[src/rtl/mae_pkg.sv]
// mae_pkg: operand/result widths, signed datapath types and the
// configuration legality check shared by the soft MAE cell.
package mae_pkg;

  localparam int A_W    = 18;
  localparam int B_W    = 18;
  localparam int PROD_W = 36;
  localparam int P_W    = 40;

  typedef logic signed [A_W-1:0]    a_t;
  typedef logic signed [B_W-1:0]    b_t;
  typedef logic signed [PROD_W-1:0] prod_t;
  typedef logic signed [P_W-1:0]    p_t;

  // Feedback only makes sense when the post-adder exists and P is a register.
  function automatic bit legal_cfg(input int use_feedback,
                                   input int post_adder_static,
                                   input int bypass_p);
    return (use_feedback == 0) || ((post_adder_static != 0) && (bypass_p != 0));
  endfunction

endpackage

[src/rtl/mae_opt_reg.sv]
// mae_opt_reg: optional pipeline register. PRESENT=1 gives an enabled,
// asynchronously cleared register; PRESENT=0 makes it a plain wire.
module mae_opt_reg import mae_pkg::*; #(
  parameter int DATA_W  = 1,
  parameter int PRESENT = 1
) (
  input  logic              clk,
  input  logic              rst,
  input  logic              en,
  input  logic [DATA_W-1:0] d,
  output logic [DATA_W-1:0] q
);

  logic [DATA_W-1:0] q_r;

  always_ff @(posedge clk or posedge rst) begin
    if (rst)     q_r <= '0;
    else if (en) q_r <= d;
  end

  assign q = (PRESENT != 0) ? q_r : d;

endmodule

[src/rtl/mae_soft_macc.sv]
// mae_soft_macc: fabric implementation of the MAE multiply/add/accumulate
// cell with optional A/B/C input, product and P output registers and a
// valid bit that travels with the data.
// Build option: define MAE_ACC_SAT_EN to saturate the post-adder on signed
// overflow and expose a sticky STATUS_SAT flag; otherwise the sum wraps.
module mae_soft_macc import mae_pkg::*; #(
  parameter int BYPASS_A          = 0,
  parameter int BYPASS_B          = 0,
  parameter int BYPASS_C          = 0,
  parameter int BYPASS_P          = 0,
  parameter int MULT_HAS_REG      = 0,
  parameter int POST_ADDER_STATIC = 0,
  parameter int USE_FEEDBACK      = 0
) (
  input  logic                  CLK,
  input  logic                  reset,
  input  logic signed [A_W-1:0] A,
  input  logic signed [B_W-1:0] B,
  input  logic signed [P_W-1:0] C,
  input  logic                  A_EN,
  input  logic                  B_EN,
  input  logic                  C_EN,
  input  logic                  P_EN,
  input  logic                  CDIN_FDBK_SEL,
  input  logic                  IN_VALID,
  output logic signed [P_W-1:0] P,
  output logic                  OUT_VALID
`ifdef MAE_ACC_SAT_EN
  ,
  output logic                  STATUS_SAT
`endif
);

  if (!legal_cfg(USE_FEEDBACK, POST_ADDER_STATIC, BYPASS_P)) begin : g_bad_cfg
    $error("mae_soft_macc: USE_FEEDBACK=1 needs POST_ADDER_STATIC=1 and BYPASS_P=1");
  end

`ifdef MAE_ACC_SAT_EN
  localparam p_t P_MAX = {1'b0, {(P_W-1){1'b1}}};
  localparam p_t P_MIN = {1'b1, {(P_W-1){1'b0}}};

  function automatic logic add_ovf(input p_t x, input p_t y);
    p_t s;
    s = x + y;
    return (x[P_W-1] == y[P_W-1]) && (s[P_W-1] != x[P_W-1]);
  endfunction

  function automatic p_t add_sat(input p_t x, input p_t y);
    if (add_ovf(x, y)) return x[P_W-1] ? P_MIN : P_MAX;
    return x + y;
  endfunction
`endif

  a_t    a_p0;
  b_t    b_p0;
  p_t    c_p0;
  logic  vld_p0;
  prod_t prod_d;
  prod_t prod_p1;
  logic  vld_p1;
  p_t    prod_ext;
  p_t    p_fb;
  p_t    addend;
  p_t    sum_p2;
  p_t    p_p3;
  logic  vld_p3;
`ifdef MAE_ACC_SAT_EN
  logic  sat_hit;
`endif

  // Stage 1: input registers; valid advances only when both operands load
  mae_opt_reg #(.DATA_W(A_W), .PRESENT(BYPASS_A)) u_a_reg (
    .clk(CLK), .rst(reset), .en(A_EN), .d(A), .q(a_p0));
  mae_opt_reg #(.DATA_W(B_W), .PRESENT(BYPASS_B)) u_b_reg (
    .clk(CLK), .rst(reset), .en(B_EN), .d(B), .q(b_p0));
  mae_opt_reg #(.DATA_W(P_W), .PRESENT(BYPASS_C)) u_c_reg (
    .clk(CLK), .rst(reset), .en(C_EN), .d(C), .q(c_p0));
  mae_opt_reg #(.DATA_W(1), .PRESENT(BYPASS_A)) u_vld0_reg (
    .clk(CLK), .rst(reset), .en(A_EN & B_EN), .d(IN_VALID), .q(vld_p0));

  // Stage 2: signed 18x18 product, optional free-running register
  assign prod_d = a_p0 * b_p0;

  mae_opt_reg #(.DATA_W(PROD_W), .PRESENT(MULT_HAS_REG)) u_prod_reg (
    .clk(CLK), .rst(reset), .en(1'b1), .d(prod_d), .q(prod_p1));
  mae_opt_reg #(.DATA_W(1), .PRESENT(MULT_HAS_REG)) u_vld1_reg (
    .clk(CLK), .rst(reset), .en(1'b1), .d(vld_p0), .q(vld_p1));

  // Stage 3: post-adder; feedback always sees the registered P
  assign prod_ext = {{(P_W-PROD_W){prod_p1[PROD_W-1]}}, prod_p1};

  if (USE_FEEDBACK != 0) begin : g_fb
    assign p_fb = p_p3;
  end else begin : g_no_fb
    assign p_fb = '0;
  end

  always_comb begin
    addend = c_p0;
    sum_p2 = prod_ext;
`ifdef MAE_ACC_SAT_EN
    sat_hit = 1'b0;
`endif
    if ((USE_FEEDBACK != 0) && !CDIN_FDBK_SEL) addend = p_fb;
    if (POST_ADDER_STATIC != 0) begin
`ifdef MAE_ACC_SAT_EN
      sum_p2  = add_sat(prod_ext, addend);
      sat_hit = add_ovf(prod_ext, addend);
`else
      sum_p2  = prod_ext + addend;
`endif
    end
  end

  // Stage 4: output register, paused by P_EN
  mae_opt_reg #(.DATA_W(P_W), .PRESENT(BYPASS_P)) u_p_reg (
    .clk(CLK), .rst(reset), .en(P_EN), .d(sum_p2), .q(p_p3));
  mae_opt_reg #(.DATA_W(1), .PRESENT(BYPASS_P)) u_vld3_reg (
    .clk(CLK), .rst(reset), .en(P_EN), .d(vld_p1), .q(vld_p3));

  assign P         = p_p3;
  assign OUT_VALID = vld_p3;

`ifdef MAE_ACC_SAT_EN
  always_ff @(posedge CLK or posedge reset) begin
    if (reset)                                   STATUS_SAT <= 1'b0;
    else if (sat_hit && ((BYPASS_P == 0) || P_EN)) STATUS_SAT <= 1'b1;
  end
`endif

endmodule

[config.mk]
export PLATFORM = sky130hd
export DESIGN_NAME = mae_soft_macc
export DESIGN_NICKNAME = d
export VERILOG_FILES = /design/src/rtl/mae_pkg.sv /design/src/rtl/mae_opt_reg.sv /design/src/rtl/mae_soft_macc.sv
export SDC_FILE = /design/constraint.sdc
export NUM_CORES = 1
export LEC_CHECK = 0
export CAP_MARGIN = 20
export CORE_MARGIN = 5
export CORE_UTILIZATION = 45
export DETAILED_ROUTE_END_ITERATION = 8
export PLACE_DENSITY = 0.76
export RECOVER_POWER = 25
export REMOVE_ABC_BUFFERS = 1
export SLEW_MARGIN = 20
export SYNTH_ARGS = -nofsm -noshare
export SYNTH_HDL_FRONTEND = slang
export SYNTH_SLANG_ARGS = --single-unit
[constraint.sdc]
create_clock -name vclk -period 15.07
set_input_delay 4.521 -clock vclk [all_inputs]
set_output_delay 4.521 -clock vclk [all_outputs]
set_load 0.05 [all_outputs]
After elaboration in Yosys (flattened, before gate mapping)
Cells that the tools add are included.
{ "totals": {"regBits": 0, "word_cells": 1} }
{ "classes": {"multipliers": 1} }
{ "op_table": {"columns": ["op", "n"], "rows": [
  ["18-bit by 18-bit multiplier with 36-bit output", 1]
]} }

Logic depth before layout (Yosys ltp)
{ "logic_depth": {"depth_word": 1, "depth_mapped": 27} }

Hierarchy
From an unflattened synthesis, not the netlist that was laid out.
{ "unflattened": {"cells_unflattened": 1444, "area_unflattened_um2": 12937.4} }
{ "modules_own_cells": {"columns": ["mod", "n_inst", "cells_per_inst", "area_each_um2", "seq_area_each_um2"], "rows": [
  ["mae_soft_macc", 1, 1329, 12074.1, 0.0],
  ["mae_opt_reg (u_p_reg)", 1, 40, 300.3, 0.0],
  ["mae_opt_reg (u_a_reg ...)", 2, 18, 135.1, 0.0],
  ["mae_opt_reg (u_prod_reg)", 1, 36, 270.3, 0.0],
  ["mae_opt_reg (u_vld0_reg ...)", 3, 1, 7.5, 0.0]
]} }

Worst setup path before layout
Ideal clock, no wire load.
{ "synth_path": {"path_type": "input -> output", "from": "input B[9]", "to": "output P[36]", "t_arrival_ns": 11.284, "required_ns": 10.549, "setup_slack_ns": -0.735, "path_stages": 26, "path_cell_list": "clkbuf_1 > clkbuf_1 > nand2_1 > fa_1 > inv_1 > fa_1 > inv_1 > fa_1 > inv_1 > fa_1 > fa_1 > inv_1 > fa_1 > inv_1 > ha_1 > clkbuf_1 > nand2_1 > o21ai_0 > a31oi_1 > o21ai_2 > a41oi_4 > a311oi_4 > a211o_1 > a21oi_1 > xnor2_1 > buf_4"} }
{ "synth_between": {"elab_chain_cells": 1} }
{ "synth_rtl": {"columns": ["element", "line", "text"], "rows": [
  ["from (decl)", "mae_soft_macc.sv:18", "input logic signed [B_W-1:0] B,"],
  ["18-bit by 18-bit multiplier with 36-bit output", "mae_soft_macc.sv:82", "assign prod_d = a_p0 * b_p0;"],
  ["to (decl)", "mae_soft_macc.sv:26", "output logic signed [P_W-1:0] P,"]
]} }
Every way passes these cells.

Worst setup path in the final report
{ "layout_path": {"from": "input A[14]", "to": "output P[39]"} }
{ "layout_between": {"elab_chain_cells": 1} }
{ "layout_rtl": {"columns": ["element", "line", "text"], "rows": [
  ["from (decl)", "mae_soft_macc.sv:17", "input logic signed [A_W-1:0] A,"],
  ["18-bit by 18-bit multiplier with 36-bit output", "mae_soft_macc.sv:82", null]
]} }
Every way passes these cells.

==> metrics.md <==
| Metric | Value |
|---|---|
| First DRT Iteration DRCs | 734 |
| Final hold violations | 0 |
| Synth area leader | fa_1 |
| CP Launch Type | primary input |
| Placed cell area | 14900 um^2 |
| Failing checks | setup timing |
| Syn. warnings | 0 |
| Die Height | 174 um |
| Die footprint | 30400 um^2 |
| Crit-path slowest cell | fa_2 |
| Hold Path Class | in2out |
| Post-synth top area share | 54.2% |
| Crit Path Category | in2out |
| Initial antenna violation count | 0 |
| Max Cap Viol | 0 |
| WP data required | 10.55 ns |
| Via/cell ratio | 5.26 |
| Synth Cell Area | 12200 um^2 |
| Routability cong. | 0.900 |
| Ratio of cells with drive above 1 in the final layout | 30.5% |
| Rel. slew slack | 65.2% |
| Congestion Overflow GR | 0 |
| Ant diodes | 0 |
| Crit-path cells | buf_4 -> buf_6 -> and2_4 -> fa_1 -> inv_2 -> fa_2 -> fa_2 -> inv_2 -> fa_2 -> fa_1 -> fa_1 -> ha_4 -> and3_4 -> nand4_1 -> o21ai_4 -> a41oi_4 -> a311oi_4 -> a211o_1 -> a21oi_2 -> xnor2_1 -> bufbuf_16 -> buf_12 |
| Area contributors post-synth | fa_1 (54%), inv_1 (11%), ha_1 (9.6%) |
| Unrepaired setup endpoints after global routing | yes |
| Final-report setup violation count | 7 |
| Core area | 26800 um^2 |
| Tot GR Track Use | 23.7% |
| Clk_buf instances | 0 |
| TritonRoute pass-1 iters | 6 |
| Area growth from synthesis to layout | 36.1% |
| Global-route wire length before repair | 58300 um |
| Register area | 0 um^2 |
| Final #Nets | 2110 |
| Rows | 60 |
| Fin crit share | 100% |
| Critical path arrival | 10.58 ns |
| Critical path's largest stage delay | 0.61 ns |
| Syn_area_per_cell | 9.17 um^2 |
| Worst slew pin tran | 0.520 ns |
| Routed wire length | 36800 um |
| Vias in the first global route | 11558 |
| Placed wire-length estimate | 25800 um |
| Final antenna-violating net count | 0 |
| DR WL/cell | 18.9 um |
| Largest net degree at the start of global routing | 13 |
| Status | finished, violations left |
| Max-slew violations | 0 |
| Achievable Freq | 66.2 MHz |
| Post-Syn Instances | 1325 |
| Post-synthesis sequential area ratio | 0% |
| Die Wd | 174 um |
| Total number of sequential cells | 0 |
| Max FO, Critical Path | 7 |
| IO buf count | 76 |
| Tmin final | 15.10 ns |
| Crit path capture type | primary output |
| Top-level I/O count | 125 |
| Worst Slack Setup Final | -0.0304 ns |
| Initial Utilization | 45.3% |
| Yosys cell types | 41 |
| Final instance area | 16500 um^2 |
| Vias | 10218 |
| DRC viols | 0 |
-- final timing paths --
check | start | end | slack [ns] | depth (start not counted)
worst max-delay path | A[14] | P[39] | -0.03 | 22
worst min-delay path | IN_VALID | OUT_VALID | 9.04 | 0
-- what timing repair did --
item | CTS | global route
hold buffers | 0 | 0
setup endpoints to repair | 18 | 15
setup buffers | 69 | 10
cloned | 10 | 1
endpoints found under the hold margin | 0 | 0
gates resized for setup | 252 | 138
pin swaps | 110 | 117
-- logic make-up after synthesis --
| group | after synthesis | synth area share [%] |
|---|---|---|
| AO/OA/AOI/OAI | 72 | 4.51 |
| XOR/XNOR | 36 | 2.59 |
| adder cells (fa/ha/maj) | 422 | 63.8 |
| buffers and inverters | 417 | 13.1 |
| multiplexers | 1 | 0.0927 |
| AND/OR/NAND/NOR | 377 | 15.9 |
-- synthesized netlist by cell type, drive strengths merged (2+ instances only) --
library cell / n
a211oi: 2
a21boi: 2
a21o: 6
a21oi: 25
a221oi: 2
a311o: 2
a31oi: 2
and2: 163
and3: 4
and4: 3
buf: 6
clkbuf: 44
fa: 329
ha: 93
inv: 367
nand2: 159
nand2b: 10
nand3: 2
nor2: 11
nor2b: 19
nor3: 4
o211ai: 2
o21a: 5
o21ai: 10
o21bai: 6
xnor2: 31
xor2: 5
-- critical path: cells and delay by family --
family	cells	cell delay, ns
xor gates and xnor gates	1	0.13
AOI/OAI and AO/OA	5	1.05
buffers and inverters	6	0.82
and+or+nand+nor	3	0.54
adders and majority gates	7	3.47
-- layout by cell type (no fill, tap or decap), types with 28 or more instances in the layout --
cell and count:
and2_1 136, buf_12 54, buf_4 184, buf_6 36, fa_1 301, fa_2 28, ha_1 74, inv_1 329
inv_2 38, nand2_1 136
-- layer usage --
metal | vias to the layer above | GRT usage [%] | part of all wire (%)
met5 | - | 0 | 0
met4 | 0 | 8.18 | 5.3
met3 | 166 | 3.26 | 8.3
met2 | 540 | 42.4 | 51
met1 | 5165 | 29.4 | 35
li1 | 4347 | - | -
-- per-stage QoR --
step	setup WS [ns]	instances	hold WS [ns]	utilization, %	setup TNS, ns
2_1_floorplan	-2.71	1275	9.04	-	-13.56
3_3_place_gp	-0.498	1859	9.04	55.7	-4.45
3_5_place_dp	-0.573	1859	9.04	55.7	-6.39
4_1_cts	-0.00518	1936	9.04	60.4	-0.00518
5_1_grt	-0.163	1943	9.04	61.7	-1.11
6_report	-0.0304	1943	9.04	61.7	-0.185
-- area by class of cell --
cell class / count / area (um^2)
tap: 341 / 427
inverter: 367 / 1380
multi-input combinational: 908 / 11200
fill: 1914 / 10300
timing repair buffer: 327 / 3510
Power is left out: the tool's default activity adds up to more than one toggle a clock period on the data nets, which glitch-free logic cannot reach.
